==> src/rtl/matraptor_perf_pkg.sv <==
// Shared types and constants for the MatRaptor performance monitor.
package matraptor_perf_pkg;

  typedef enum logic [2:0] {
    S_IDLE,
    S_RUN,
    S_WAIT_IDLE,
    S_DRAIN,
    S_DONE,
    S_TIMEOUT
  } perf_state_t;

  localparam int CNT_W_DEF = 32;

endpackage

==> src/rtl/matraptor_perf_monitor_counter.sv <==
// Saturating event counter; clear loads 1 when an event lands on the same edge.
module perf_sat_counter #(
  parameter int WIDTH = 32
) (
  input  logic             clk,
  input  logic             clear,
  input  logic             inc,
  input  logic             hold,
  output logic [WIDTH-1:0] count
);

  logic bump;
  assign bump = inc && !hold;

  always_ff @(posedge clk) begin
    if (clear) begin
      count <= bump ? WIDTH'(1) : '0;
    end else if (bump && !(&count)) begin
      count <= count + WIDTH'(1);
    end
  end

endmodule

==> src/rtl/matraptor_perf_monitor.sv <==
// Run-level performance monitor for the MatRaptor core: cycles, beats, completion.
// Optional stall counter enabled with macro MATRAPTOR_PERF_STALL_EN.
//
// state       | meaning
// S_IDLE      | waiting for the first accepted input beat
// S_RUN       | executing; cycle counter running
// S_WAIT_IDLE | last row merged; waiting for every PE to go idle
// S_DRAIN     | fixed DRAIN_CYC settling window
// S_DONE      | results valid, held until clear/reset
// S_TIMEOUT   | watchdog expired, results frozen
module matraptor_perf_monitor
  import matraptor_perf_pkg::*;
#(
  parameter int NUM_PES   = 4,
  parameter int IDX_W     = 16,
  parameter int CNT_W     = CNT_W_DEF,
  parameter int DRAIN_CYC = 5,
  parameter int WDOG_CYC  = 5000000
) (
  input  logic                     clk,
  input  logic                     rst_n,
  input  logic                     clear,
  input  logic                     in_valid,
  input  logic                     in_ready,
  input  logic                     in_last,
  input  logic [IDX_W-1:0]         in_row,
  input  logic [NUM_PES-1:0]       pe_merge_done,
  input  logic [NUM_PES*IDX_W-1:0] pe_merge_row,
  input  logic [NUM_PES-1:0]       pe_idle,
  input  logic [NUM_PES-1:0]       out_valid,
  input  logic [NUM_PES-1:0]       out_ready,
  output logic                     busy,
  output logic                     done,
  output logic                     timeout,
  output logic [CNT_W-1:0]         cycle_count,
  output logic [CNT_W-1:0]         in_beats,
  output logic [NUM_PES*CNT_W-1:0] out_beats
`ifdef MATRAPTOR_PERF_STALL_EN
  ,
  output logic [CNT_W-1:0]         stall_count
`endif
);

  localparam int WD_W = $clog2(WDOG_CYC + 1);

  perf_state_t      state;
  logic [WD_W-1:0]  wdog;
  logic [7:0]       drain_cnt;
  logic [IDX_W-1:0] last_row;
  logic             last_seen;

  logic               clr_all, hs_in, any_hs, start, merge_hit, wdog_expire;
  logic [NUM_PES-1:0] hs_out;

  assign clr_all     = !rst_n || clear;
  assign hs_in       = in_valid && in_ready;
  assign hs_out      = out_valid & out_ready;
  assign any_hs      = hs_in || (|hs_out);
  assign start       = (state == S_IDLE) && hs_in;
  assign wdog_expire = !any_hs && (wdog == WD_W'(WDOG_CYC - 1));

  always_comb begin
    merge_hit = 1'b0;
    for (int i = 0; i < NUM_PES; i++) begin
      if (pe_merge_done[i] && (pe_merge_row[i*IDX_W +: IDX_W] == last_row)) merge_hit = 1'b1;
    end
  end

  always_ff @(posedge clk) begin
    if (clr_all) begin
      state     <= S_IDLE;
      wdog      <= '0;
      drain_cnt <= '0;
      last_row  <= '0;
      last_seen <= 1'b0;
    end else begin
      case (state)
        S_IDLE: begin
          wdog <= '0;
          if (hs_in) begin
            state     <= S_RUN;
            last_seen <= in_last;
            if (in_last) last_row <= in_row;
          end
        end
        S_RUN: begin
          wdog <= any_hs ? '0 : wdog + WD_W'(1);
          if (hs_in && in_last) begin
            last_seen <= 1'b1;
            last_row  <= in_row;
          end
          // last_seen is registered, so a pulse alongside the in_last beat misses
          if (last_seen && merge_hit) state <= S_WAIT_IDLE;
          else if (wdog_expire)       state <= S_TIMEOUT;
        end
        S_WAIT_IDLE: begin
          wdog <= any_hs ? '0 : wdog + WD_W'(1);
          if (&pe_idle) begin
            state     <= S_DRAIN;
            drain_cnt <= '0;
          end else if (wdog_expire) begin
            state <= S_TIMEOUT;
          end
        end
        S_DRAIN: begin
          if (drain_cnt == 8'(DRAIN_CYC - 1)) state <= S_DONE;
          else drain_cnt <= drain_cnt + 8'd1;
        end
        default: ;
      endcase
    end
  end

  assign busy    = (state == S_RUN) || (state == S_WAIT_IDLE) || (state == S_DRAIN);
  assign done    = (state == S_DONE);
  assign timeout = (state == S_TIMEOUT);

  logic run_st, out_st;
  assign run_st = (state == S_RUN);
  assign out_st = busy;

  perf_sat_counter #(.WIDTH(CNT_W)) u_cycle (
    .clk(clk), .clear(clr_all || start), .inc(!clr_all), .hold(!run_st), .count(cycle_count)
  );

  perf_sat_counter #(.WIDTH(CNT_W)) u_in (
    .clk(clk), .clear(clr_all || start), .inc(hs_in && !clr_all),
    .hold(!(run_st || start)), .count(in_beats)
  );

  for (genvar g = 0; g < NUM_PES; g++) begin : g_out
    perf_sat_counter #(.WIDTH(CNT_W)) u_out (
      .clk(clk), .clear(clr_all || start), .inc(hs_out[g] && !clr_all),
      .hold(!out_st), .count(out_beats[g*CNT_W +: CNT_W])
    );
  end

`ifdef MATRAPTOR_PERF_STALL_EN
  perf_sat_counter #(.WIDTH(CNT_W)) u_stall (
    .clk(clk), .clear(clr_all || start), .inc(in_valid && !in_ready && !clr_all),
    .hold(!run_st), .count(stall_count)
  );
`endif

endmodule

==> config.mk <==
export PLATFORM = sky130hd
export DESIGN_NAME = matraptor_perf_monitor
export DESIGN_NICKNAME = d
export VERILOG_FILES = /design/src/rtl/matraptor_perf_pkg.sv /design/src/rtl/matraptor_perf_monitor_counter.sv /design/src/rtl/matraptor_perf_monitor.sv
export SDC_FILE = /design/constraint.sdc
export NUM_CORES = 1
export LEC_CHECK = 0
export CAP_MARGIN = 20
export CORE_MARGIN = 5
export CORE_UTILIZATION = 56
export CTS_CLUSTER_SIZE = 25
export DETAILED_ROUTE_END_ITERATION = 8
export GPL_TIMING_DRIVEN = 1
export PLACE_DENSITY = 0.87
export RECOVER_POWER = 50
export SLEW_MARGIN = 15
export SYNTH_ARGS = -nofsm -noshare
export SYNTH_HDL_FRONTEND = slang
export SYNTH_SLANG_ARGS = --single-unit
==> constraint.sdc <==
create_clock -name clk -period 9 [get_ports clk]
set_input_delay 0.9 -clock clk [delete_from_list [all_inputs] [get_ports clk]]
set_output_delay 0.9 -clock clk [all_outputs]
set_load 0.01 [all_outputs]
==> impl_metrics.tcl <==
set metrics [dict create \
    status "complete, but fails checks" \
    violations "capacitance limit, slew limit" \
    insertedDiodeCount 0 \
    tightest_slew_ns 1.60 \
    antenna_left 0 \
    fin_nets 1773 \
    syn_area_um2 13500 \
    required_ns 9.14 \
    min_period_over_period_pct 49.9 \
    regArea_um2 6790 \
    max_freq_ghz 0.222 \
    die_h_um 165 \
    numCtsBuffers 27 \
    maxSlewHeadroom_pct -6.85 \
    hp-class "register to register" \
    ys_seq_elements 243 \
    p_total_uw 2750 \
    power_density_nw_per_um2 157 \
    grt_pass1_wl_um 57400 \
    first_iter_violations 1187 \
    drc 0 \
    cts_resized 0 \
    rsz0062_at_grt "false" \
    yosys-top-cells-area "edfxtp_1 43%, xor2_1 11%, dfxtp_1 7.6%" \
    cts-htree-levels 1 \
    worstSetupEndpointType "register" \
    core-area_um2 23500 \
    first_pass_iters 6 \
    layout-drive-gt1-share_pct 3.39 \
    cts_sinks 243 \
    synthArstFlopShare_pct 0 \
    clock_latency_ns 0.53 \
    portBuffers 296 \
    utilization_pct 74.5 \
    final_hold_viol_count 0 \
    routedWlPerCell_um 18.1 \
    min_period_ns 4.49 \
    synth_edf_count 192 \
    critical_path_class "input pin to register" \
    clk_path_buf_depth 3 \
    ys_seq_area_share_pct 50.4 \
    worst-path-max-fanout 33 \
    cts.clk_slew.worst_paths_ns 0.06 \
    synth.avg_cell_area_um2 9.71 \
    initial_core_util_pct 57.2 \
    root_buffer "clkbuf_16" \
    final.fill_count 1639 \
    grt_pass1_vias 11300 \
    yosysTopAreaCell "edfxtp_1" \
    ys_types 55 \
    slew_viol_final 46 \
    cp-start-kind "input pin" \
    critPathArrivalTime_ns 4.64 \
    hold-worst-slack_ns 0.504 \
    multiInputGateArea_um2 6370 \
    dp_hpwl_um 26700 \
    io_pins 297 \
    grt_max_degree 77 \
    grtUsageTotal_pct 25.7 \
    drv_cap 2 \
    routed_wirelength_um 36300 \
    antenna_found_initial 0 \
    power_leakage_uw 0.00659 \
    area_growth_pct 30.2 \
    synth_common_cells "219 x nor2_1, 192 x edfxtp_1, 175 x xor2_1" \
    ys.warnings.count 0 \
    setup-tns-final_ns 0 \
    postCtsSetupBuffers 0 \
    cts_tree "done" \
    grt_overflow 0 \
    gp_congestion 0.936 \
    cts-hold-fix-buffers 0 \
    setup_viol 0 \
    yosysMostFrequentCell "nor2_1" \
    vias 11600 \
    peakVddDrop_uv 130 \
    synthCells 1387 \
    fp.dieW_um 165 \
    die-area_um2 27200 \
    rows 56 \
    syn-num-nets 1498 \
    via_per_inst 5.81 \
    synth_top_area_share_pct 42.8 \
    ys.flop_type "edfxtp_1" \
    fin_skew_ns 0.0223 \
]
==> registers in the layout, summed over array words and instances, names as in the netlist <==
name	flops
state	3
u_in.count	32
last_seen	1
last_row	16
drain_cnt	8
u_cycle.count	32
g_out.u_out.count	128
wdog	23
==> cells in the final DEF (no fill, tap or decap), types with 27 or more instances in the layout <==
cell and count:
nor2_1 219, dlygate4sd3_1 195, edfxtp_1 192, xor2_1 175, nand2_1 119, clkdlybuf4s50_1 101
nand3_1 91, xnor2_1 62, a21oi_1 54, dfxtp_1 51, nand4_1 49, and3_1 46
o21ai_0 39, nor4_1 31, nor3_1 28, or3_1 28, clkbuf_16 27
==> report_power, final <==
| part | internal, uW | switching, uW | total [uW] | leakage (uW) |
|---|---|---|---|---|
| clock | 651 | 439 | 1090 | 0.000430 |
| combinational | 157 | 149 | 306 | 0.00356 |
| sequential | 1280 | 78.9 | 1360 | 0.00260 |
==> path summary, 6_finish.rpt <==
check                                                end                   from  slack, ns  depth (start not counted)
setup / recovery         u_cycle.count[19]$_SDFFCE_PN0P_                  clear       4.51                          7
setup reg to reg  g_out[1].u_out.count[15]$_SDFFCE_PN0P_  state[2]$_SDFFE_PP0P_       5.45                          5
hold reg to reg                    wdog[22]$_SDFFE_PP0P_  wdog[22]$_SDFFE_PP0P_       0.50                          2
hold / removal                     wdog[22]$_SDFFE_PP0P_  wdog[22]$_SDFFE_PP0P_       0.50                          2
==> layout make-up <==
cell class,instances,area share [%]
Clock buffer,40,4.42
Clock inverter,10,0.592
Inverter,21,0.449
Multi-Input combinational cell,1063,36.3
Sequential cell,243,38.7
Tap cell,319,2.28
Timing Repair Buffer,306,17.3
==> logic make-up (layout without fill, tap and decap cells) <==
kind of cell             count (synthesis)  in the layout  synth area share (%)
AND/OR/NAND/NOR                        693            693                  25.8
AO/OA/AOI/OAI                          124            124                  5.21
buffers and inverters                   81            377                  2.31
XOR/XNOR                               237            237                  15.4
adder cells (fa/ha/maj)                  9              9                 0.836
flip-flops                             243            243                  50.4
==> worst max-delay path, cell delays in order <==
cell	delay [ns]
dlygate4sd3_1	0.54
nand2b_1	0.10
clkbuf_1	1.16
a21oi_2	-0.02
clkbuf_1	0.48
nand2_1	0.44
clkbuf_1	1.01
==> per-stage QoR <==
step / instance area [um^2] / std cells / setup slack, ns
floorplan: 13500 / 1387 / 4.76
global placement: 16700 / 1952 / 5.36
detailed placement: 16700 / 1952 / 5.24
CTS: 17600 / 2002 / 5.79
global route: 17500 / 2002 / 4.23
finish: 17500 / 2002 / 4.51
==> metal layers <==
metal / share of wire [%] / vias to the layer above / global-route usage [%]
met4: 3.1 / 0 / 8.02
li1: - / 5488 / -
met5: 0 / - / 0
met1: 39 / 5479 / 34.0
met2: 49 / 578 / 43.7
met3: 9.0 / 84 / 4.27
Power figures use the tool's default switching activity.
